`config.mk`:
```
export PLATFORM = sky130hd
export DESIGN_NAME = adder32
export DESIGN_NICKNAME = d
export VERILOG_FILES = /design/src/rtl/adder_pkg.sv /design/src/rtl/fulladder_bit.sv /design/src/rtl/adder32.sv
export SDC_FILE = /design/constraint.sdc
export NUM_CORES = 1
export LEC_CHECK = 0
export BUFFER_PORTS_ARGS = -buffer_cell sky130_fd_sc_hd__buf_2
export CORE_ASPECT_RATIO = 0.6
export CORE_MARGIN = 2
export CORE_UTILIZATION = 46
export CTS_CLUSTER_SIZE = 8
export DETAILED_ROUTE_END_ITERATION = 10
export PLACE_DENSITY = 0.9
export REMOVE_ABC_BUFFERS = 1
export SLEW_MARGIN = 15
export SYNTH_ARGS = -nofsm -noshare
export SYNTH_HDL_FRONTEND = slang
export SYNTH_SLANG_ARGS = --single-unit
```
`constraint.sdc`:
```
create_clock -name clk_i -period 0.83 [get_ports clk_i]
set_input_delay 0.083 -clock clk_i [delete_from_list [all_inputs] [get_ports clk_i]]
set_output_delay 0.083 -clock clk_i [all_outputs]
set_load 0.005 [all_outputs]
```
`src/rtl/adder_pkg.sv`:
```
// Shared definitions for the ripple-carry adder and the datapath blocks that consume it.
package adder_pkg;

    localparam int unsigned ADDER_WIDTH = 32;

    // Full (ADDER_WIDTH+1)-bit unsigned result as a consumer sees it.
    typedef struct packed {
        logic                   carry;
        logic [ADDER_WIDTH-1:0] sum;
    } adder_result_t;

endpackage

```
`src/rtl/fulladder_bit.sv`:
```
// One full-adder cell; chained by adder32 to form the ripple-carry core.
module fulladder_bit (
    input  logic a,
    input  logic b,
    input  logic c,
    output logic s,
    output logic co
);

    assign s  = a ^ b ^ c;
    assign co = (a & b) | (a & c) | (b & c);

endmodule

```
`src/rtl/adder32.sv`:
```
// Registered ripple-carry adder: {carry_o, sum_o} = a_i + b_i + carry_i, one cycle after valid_i.
module adder32
    import adder_pkg::*;
#(
    parameter int unsigned WIDTH = ADDER_WIDTH
) (
    input  logic             clk_i,
    input  logic             rst_ni,
    input  logic             valid_i,
    input  logic [WIDTH-1:0] a_i,
    input  logic [WIDTH-1:0] b_i,
    input  logic             carry_i,
    output logic             valid_o,
    output logic [WIDTH-1:0] sum_o,
    output logic             carry_o
);

    logic [WIDTH:0]   carry_chain;
    logic [WIDTH-1:0] sum_comb;

    assign carry_chain[0] = carry_i;

    for (genvar k = 0; k < WIDTH; k++) begin : g_stage
        fulladder_bit u_fa (
            .a  (a_i[k]),
            .b  (b_i[k]),
            .c  (carry_chain[k]),
            .s  (sum_comb[k]),
            .co (carry_chain[k+1])
        );
    end

    // Result only loads on valid_i, so garbage on idle operands never reaches sum_o.
    always_ff @(posedge clk_i or negedge rst_ni) begin
        if (!rst_ni) begin
            valid_o <= 1'b0;
            sum_o   <= '0;
            carry_o <= 1'b0;
        end else begin
            valid_o <= valid_i;
            if (valid_i) begin
                sum_o   <= sum_comb;
                carry_o <= carry_chain[WIDTH];
            end
        end
    end

endmodule

```
==> Implementation_results.wiki, run 1 <==
{| class="wikitable"
! Metric !! Value
|-
| Overall via count from detail_route || between 1,000 and 1,500
|-
| Placed wire-length estimate || between 3000 and 4000 µm
|-
| Diodes inserted || 0
|-
| Site row count || 18
|-
| Mapped Area || 2030 µm²
|-
| Final setup margin || -10,540 ps
|-
| Drt pass-1 iters || 3
|-
| Type of element launching the critical path || input pin
|-
| Tightest Pin Transition || 187 ps
|-
| Average wire length per cell after detail routing || roughly 14 µm
|-
| Commonest non-fill, non-tap cell in the layout || sky130_fd_sc_hd__buf_2
|-
| Largest family of logic cells by synthesized area || adder cells
|-
| Wire length of the first global-routing pass || 6720 µm
|-
| Setup repair after global routing missed its margin || yes
|-
| Final critical path time including I/O delays and setup || between 10,000 and 15,000 ps
|-
| CTS tree || done
|-
| Crit path required time || 1030 ps
|-
| Endpoint kind of the worst setup timing path || flip-flop
|-
| Share of the clock period used by the worst path || 13.7
|-
| CP peak stage delay || roughly 390 ps
|-
| Compound-gate portion of the synthesized area || 0.00738
|-
| Vias in the first global route || between 1,000 and 1,500
|-
| XOR/XNOR Fraction of Synth Area || 0
|-
| Leakage Power || about 1.4 nW
|-
| DR iter-0 viols || 32
|-
| First element of the critical path || a_i[0]
|-
| Total number of clock tree sinks || 34
|-
| Critical path class || input pin to flip-flop
|-
| Port bufs || 101
|-
| Worst Setup EP || sum_o[31]
|-
| Floorplan core area || 4170 µm²
|-
| Clock insertion delay at the later pin of the skew report || 270 ps
|-
| Final-report setup violation count || 66
|-
| Initial antenna violation count || 0
|-
| Buffer cell driving the clock tree root || sky130_fd_sc_hd__clkbuf_8
|-
| Count of warnings emitted by yosys || 0
|-
| DRC violation count after routing || 0
|-
| Number of nets in the finished design || around 320
|-
| Count of distinct cell types in the synthesized netlist || 9
|-
| Most Frequent Cell on Critical Path || sky130_fd_sc_hd__fa_2
|-
| Remaining antenna violation count after routing || 0
|-
| Final weighted congestion of routability-driven global placement || approximately 0.68
|-
| Highest fanout seen on the critical path || 1
|-
| Die area || 4990 µm²
|-
| Proportion of synthesized area in mux cells || 0.210
|-
| Simple-gate area share of the yosys netlist || 0.00554
|-
| Clock Skew || 0 ps
|-
| Clk pin slew, worst setup/hold paths || 70 ps
|-
| Top-level I/O count || ~100
|-
| Layout overhead on the synthesized area || 38.9%
|-
| Count of max-cap constraint violations || 0
|-
| Starting utilization of the core area || 0.488
|-
| Ratio of cells with drive above 1 in the final layout || 0.803
|-
| Arrival time of the worst setup path || about 12,000 ps
|-
| Floorplan die width || 89.9 µm
|-
| Bufs on Longest Clock Path || 2
|-
| Crit-path slowest cell || sky130_fd_sc_hd__fa_1
|-
| Most frequent cells in the layout || sky130_fd_sc_hd__buf_2 (99), sky130_fd_sc_hd__dfrtp_1 (34), sky130_fd_sc_hd__fa_2 (31)
|-
| Status || finished, violations left
|-
| Maximum frequency from static timing analysis || 0.0879 GHz
|-
| Pre-CTS setup slack || -12,230 ps
|-
| Setup slack of the worst register-to-register path || -50 ps
|-
| Overall Global Routing Usage || 0.177
|-
| Maximum level of the CTS H-tree || 2
|-
| Final WL || roughly 4000 µm
|-
| Violations in the final reports || negative setup slack
|-
| Post-synthesis area per instance || roughly 18 µm²
|-
| Worst rel slew slack || 0.875
|-
| Sequential cell area fraction in the yosys report || 0.418
|-
| Kind of path behind the tightest hold check || input pin to flip-flop
|-
| GRT overflow || 0
|-
| Total count of max-transition violations in the final report || 0
|-
| Power per cell area || around 1800 nW/µm²
|-
| Pin count of the biggest net entering global routing || 35
|-
| Non-filler instance count after layout || 283
|-
| Fraction of the mapped netlist area in adder cells || 0.315
|-
| Number of register bits inferred by synthesis || 34
|-
| Length in cells of the worst reg-to-reg path || 2
|-
| Instance count after placement with tap cells included || about 270
|-
| Instance count of the mapped netlist || approximately 110
|-
| R2r endpoint || sum_o[28]
|-
| Reg2Reg Launch Point || sum_o[28]
|-
| Final count of hold timing violations || 0
|-
| Post-DR vias/cell || ~4.5
|-
| Y dimension of the die || between 50 and 60 µm
|-
| Number of buffers inserted during clock tree synthesis || 5
|-
| VDD IR max || ~0.00098 V
|}
registers in the layout, summed over array words and instances, names as in the netlist:
register  flops
sum_o        32
carry_o       1
valid_o       1
worst max-delay path: cells and delay by family:
| kind | cells | cell delay, ps |
|---|---|---|
| buf+inv | 4 | 240 |
| compound gates | 1 | 130 |
| fa+ha+maj | 32 | 11150 |
worst min path at each step:
stage | start | endpoint | slack, ps | cells past startpoint
6_report | valid_i | valid_o | 150 | 2
5_1_grt | valid_i | valid_o | 150 | 2
4_1_cts | valid_i | valid_o | 150 | 2
3_5_place_dp | rst_ni | sum_o[4] | 60 | 2
3_3_place_gp | rst_ni | sum_o[7] | 50 | 2
2_1_floorplan | rst_ni | carry_o | -210 | 0
what timing repair did:
item                                   in CTS  in global routing
setup buffers                               0                  2
hold buffers                                1                  0
pin swaps                                   5                  2
setup endpoints to repair                  66                 66
resized for setup                          42                  2
endpoints found under the hold margin      34                  0
routing by layer:
layer	track usage	up-vias	part of all wire
li1	-	586	-
met3	0.0532	5	0.076
met5	0	-	0
met4	0.0527	0	0.0080
met1	0.223	622	0.43
met2	0.300	65	0.49
cell type report:
cell class | instances | area, µm²
Timing Repair Buffer | 107 | 603
Clock inverter | 2 | 10.0
Tap cell | 60 | 75.1
Multi-Input combinational cell | 68 | 1190
Fill cell | 281 | 1340
Inverter | 7 | 31.3
Sequential cell | 34 | 851
Clock buffer | 5 | 68.8
cells by family (layout without fill, tap and decap cells):
family          Yosys count  count (layout)
mux                      30              30
flops                    34              34
fa+ha+maj                32              32
buf+inv                  11             121
simple gates              3               3
compound gates            3               3
report_power, final:
part / internal (W) / total, W / switching [W]
Combinational: 0.00114 / 0.00181 / 0.000674
Clock: 0.000562 / 0.00113 / 0.000566
Sequential: 0.00205 / 0.00227 / 0.000225
metrics by stage:
| step | area [µm²] | hold slack (ps) | setup TNS, ps | total power [W] | utilization |
|---|---|---|---|---|---|
| 2_1_floorplan | 1970 | -213 | -197190 | 0.00309 | - |
| 3_3_place_gp | 2610 | 53.4 | -207570 | 0.00390 | 0.627 |
| 3_5_place_dp | 2610 | 56.0 | -211020 | 0.00399 | 0.627 |
| 4_1_cts | 2810 | 146 | -180290 | 0.00524 | 0.673 |
| 5_1_grt | 2830 | 150 | -184910 | 0.00556 | 0.678 |
| 6_report | 2830 | 153 | -178840 | 0.00522 | 0.678 |
synth_stat cells, drive strengths merged:
cell,n,share of area
inv,7,0.013
nor2,3,0.0055
dfrtp,34,0.42
a21oi,3,0.0074
fa,32,0.31
mux2,30,0.21
buf,4,0.031
Power figures use the tool's default switching activity.
==> run 2, diff against run 1 <==
GPL_TIMING_DRIVEN = 0   (was default)
==> Implementation_results.wiki, run 2 (synthesized netlist as in run 1, its figures left out) <==
{| class="wikitable"
! Metric !! Value
|-
| Initial antenna violation count || 0 (unchanged)
|-
| Vias in the first global route || 1,379 (was 1,475)
|-
| Non-filler instance count after layout || 281 (was 283)
|-
| Area occupied by registers || 851 µm² (unchanged)
|-
| CP peak stage delay || 430 ps (was 390 ps)
|-
| Layout overhead on the synthesized area || 36.7% (was 38.9%)
|-
| Instance count after placement with tap cells included || 270 (was 273)
|-
| Commonest non-fill, non-tap cell in the layout || sky130_fd_sc_hd__buf_2 (unchanged)
|-
| Total count of max-transition violations in the final report || 0 (unchanged)
|-
| Switching power || 0.00143 W (was 0.00147 W)
|-
| Endpoint kind of the worst setup timing path || flip-flop (unchanged)
|-
| Largest Register || sum_o (unchanged)
|-
| Switching share of power || 0.273 (was 0.281)
|-
| Top-level I/O count || 102 (unchanged)
|-
| Power per cell area || 1890 nW/µm² (was 1850 nW/µm²)
|-
| Clock insertion delay at the later pin of the skew report || 280 ps (was 270 ps)
|-
| Cell-internal power || 0.00381 W (was 0.00375 W)
|-
| Floorplan core area || 4170 µm² (unchanged)
|-
| Leading registers by flop count || sum_o (32), carry_o (1), valid_o (1) (unchanged)
|-
| Bufs on Longest Clock Path || 2 (unchanged)
|-
| GRT overflow || 0 (unchanged)
|-
| Clk pin slew, worst setup/hold paths || 70 ps (about the same)
|-
| Final Instance Area || 2780 µm² (was 2830 µm²)
|-
| Final setup margin || -10,500 ps (was -10,540 ps)
|-
| DRC violation count after routing || 0 (unchanged)
|-
| Pre-CTS setup slack || -12,180 ps (was -12,230 ps)
|-
| Tightest Pin Transition || 728 ps (was 187 ps)
|-
| Critical path class || input pin to flip-flop (unchanged)
|-
| Status || finished, violations left (unchanged)
|-
| Floorplan die width || 89.9 µm (unchanged)
|-
| Total placed instance area || 2550 µm² (was 2610 µm²)
|-
| Starting utilization of the core area || 0.488 (unchanged)
|-
| DR iter-0 viols || 12 (was 32)
|-
| Overall Global Routing Usage || 0.164 (was 0.177)
|-
| Placed wire-length estimate || 2920 µm (was 3160 µm)
|-
| Sequential Power Share || 0.431 (was 0.436)
|-
| Setup repair after global routing missed its margin || yes (unchanged)
|-
| Arrival time of the worst setup path || 11,550 ps (was 11,570 ps)
|-
| Post-DR vias/cell || 4.54 (was 4.52)
|-
| Part of the total power dissipated in the clock network || 0.234 (was 0.216)
|-
| Type of element launching the critical path || input pin (unchanged)
|-
| Most frequent cells in the layout || sky130_fd_sc_hd__buf_2 (97), sky130_fd_sc_hd__dfrtp_1 (34), sky130_fd_sc_hd__fa_2 (32) (was sky130_fd_sc_hd__buf_2 (99), sky130_fd_sc_hd__dfrtp_1 (34), sky130_fd_sc_hd__fa_2 (31))
|-
| Leakage Power || 1.33 nW (was 1.37 nW)
|-
| CTS tree || done (unchanged)
|-
| Buffer cell driving the clock tree root || sky130_fd_sc_hd__clkbuf_8 (unchanged)
|-
| Pin count of the biggest net entering global routing || 38 (was 35)
|-
| Final critical path time including I/O delays and setup || 11,330 ps (was 11,370 ps)
|-
| Overall via count from detail_route || 1,275 (was 1,278)
|-
| Length in cells of the worst reg-to-reg path || 2 (unchanged)
|-
| Final weighted congestion of routability-driven global placement || 0.677 (was 0.684)
|-
| Drt pass-1 iters || 2 (was 3)
|-
| Kind of path behind the tightest hold check || input pin to async pin (was input pin to flip-flop)
|-
| Average wire length per cell after detail routing || 13.3 µm (was 14.0 µm)
|-
| Share of the clock period used by the worst path || 13.7 (about the same)
|-
| Total number of clock tree sinks || 34 (unchanged)
|-
| Reg2Reg Launch Point || sum_o[5] (was sum_o[28])
|-
| Clock Skew || 0 ps (unchanged)
|-
| Port bufs || 101 (unchanged)
|-
| Final count of hold timing violations || 34 (was 0)
|-
| Final Total Pwr || 0.00525 W (was 0.00522 W)
|-
| Wire length of the first global-routing pass || 6150 µm (was 6720 µm)
|-
| Highest fanout seen on the critical path || 1 (unchanged)
|-
| Filler cell count in the final layout || 301 (was 281)
|-
| Y dimension of the die || 55.5 µm (unchanged)
|-
| Relative contribution of combinational cells to total power || 0.335 (was 0.348)
|-
| Diodes inserted || 0 (unchanged)
|-
| Crit-path slowest cell || sky130_fd_sc_hd__fa_2 (was sky130_fd_sc_hd__fa_1)
|-
| Number of buffers inserted during clock tree synthesis || 5 (unchanged)
|-
| Maximum level of the CTS H-tree || 2 (unchanged)
|-
| Crit path required time || 1040 ps (was 1030 ps)
|-
| Count of max-cap constraint violations || 0 (unchanged)
|-
| Most Frequent Cell on Critical Path || sky130_fd_sc_hd__fa_2 (unchanged)
|-
| Number of nets in the finished design || 320 (was 323)
|-
| Final WL || 3740 µm (was 3980 µm)
|-
| Maximum frequency from static timing analysis || 0.0882 GHz (was 0.0879 GHz)
|-
| First element of the critical path || a_i[0] (unchanged)
|-
| Worst rel slew slack || 0.515 (was 0.875)
|-
| Site row count || 18 (unchanged)
|-
| Violations in the final reports || negative hold slack, negative setup slack (was negative setup slack)
|-
| Area of the multi-input gates || 1180 µm² (was 1190 µm²)
|-
| Number of flip-flops under the largest register name || 32 (unchanged)
|-
| Worst hold margin || -144 ps (was 153 ps)
|-
| VDD IR max || 0.000893 V (was 0.000979 V)
|-
| Final-report setup violation count || 66 (unchanged)
|-
| Ratio of cells with drive above 1 in the final layout || 0.814 (was 0.803)
|-
| Remaining antenna violation count after routing || 0 (unchanged)
|-
| Die area || 4990 µm² (unchanged)
|}
[run 2: cell count changes in the layout (fill, tap and decap cells not counted), moves of 2 or more]
cell / previous run / this run
sky130_fd_sc_hd__a21oi_1: 3 / 1
sky130_fd_sc_hd__a21oi_2: 0 / 2
sky130_fd_sc_hd__buf_12: 3 / 0
sky130_fd_sc_hd__buf_2: 99 / 97
sky130_fd_sc_hd__buf_4: 2 / 4
sky130_fd_sc_hd__mux2_2: 2 / 6
sky130_fd_sc_hd__mux2_4: 28 / 24
[run 2: power groups by stage]
stage / Combinational (W) / Sequential (W) / Clock, W
after floorplan: 0.000786 / 0.00231 / 0
after global placement: 0.00158 / 0.00228 / 0
after detailed placement: 0.00166 / 0.00228 / 0
after CTS: 0.00173 / 0.00227 / 0.00127
after global routing: 0.00196 / 0.00231 / 0.00136
final: 0.00176 / 0.00226 / 0.00123
[run 2: area by class of cell]
class,instances,share of cell area
Multi-Input combinational cell,68,0.425
Sequential cell,34,0.306
Timing Repair Buffer,104,0.198
Clock buffer,7,0.0311
Tap cell,60,0.0270
Inverter,7,0.0113
Clock inverter,1,0.00180
[run 2: worst paths after layout]
check / endpoint / slack (ps)
worst max-delay path: sum_o[31] / -10500
worst min-delay path: sum_o[7] / -140
worst max register to register: sum_o[5] / -50
worst min register to register: sum_o[12] / 510
max in group asynchronous: carry_o / 510
min in group clk_i: valid_o / 230
[run 2: timing repair]
item	CTS	global route
gates resized for setup	43	2
gates cloned	0	0
pin swaps	3	2
buffers inserted	0	3
hold endpoints to repair	34	34
endpoints found under the setup margin	67	66
[run 2: worst max-delay path: cells and delay by family]
kind	cells	cell delay, ps
fa+ha+maj	32	11110
buf+inv	4	240
compound gates	1	140
[run 2: metal layers]
| metal | track usage | routed length [µm] |
|---|---|---|
| met2 | 0.263 | 1800 |
| met5 | 0 | 0 |
| met3 | 0.0587 | 304 |
| met1 | 0.207 | 1590 |
| met4 | 0.0659 | 46 |
[run 2: stage by stage]
stage | utilization | TNS, ps
5_1_grt | 0.667 | -183150
3_3_place_gp | 0.613 | -209170
2_1_floorplan | - | -197190
4_1_cts | 0.660 | -178720
6_report | 0.667 | -177490
3_5_place_dp | 0.613 | -210830
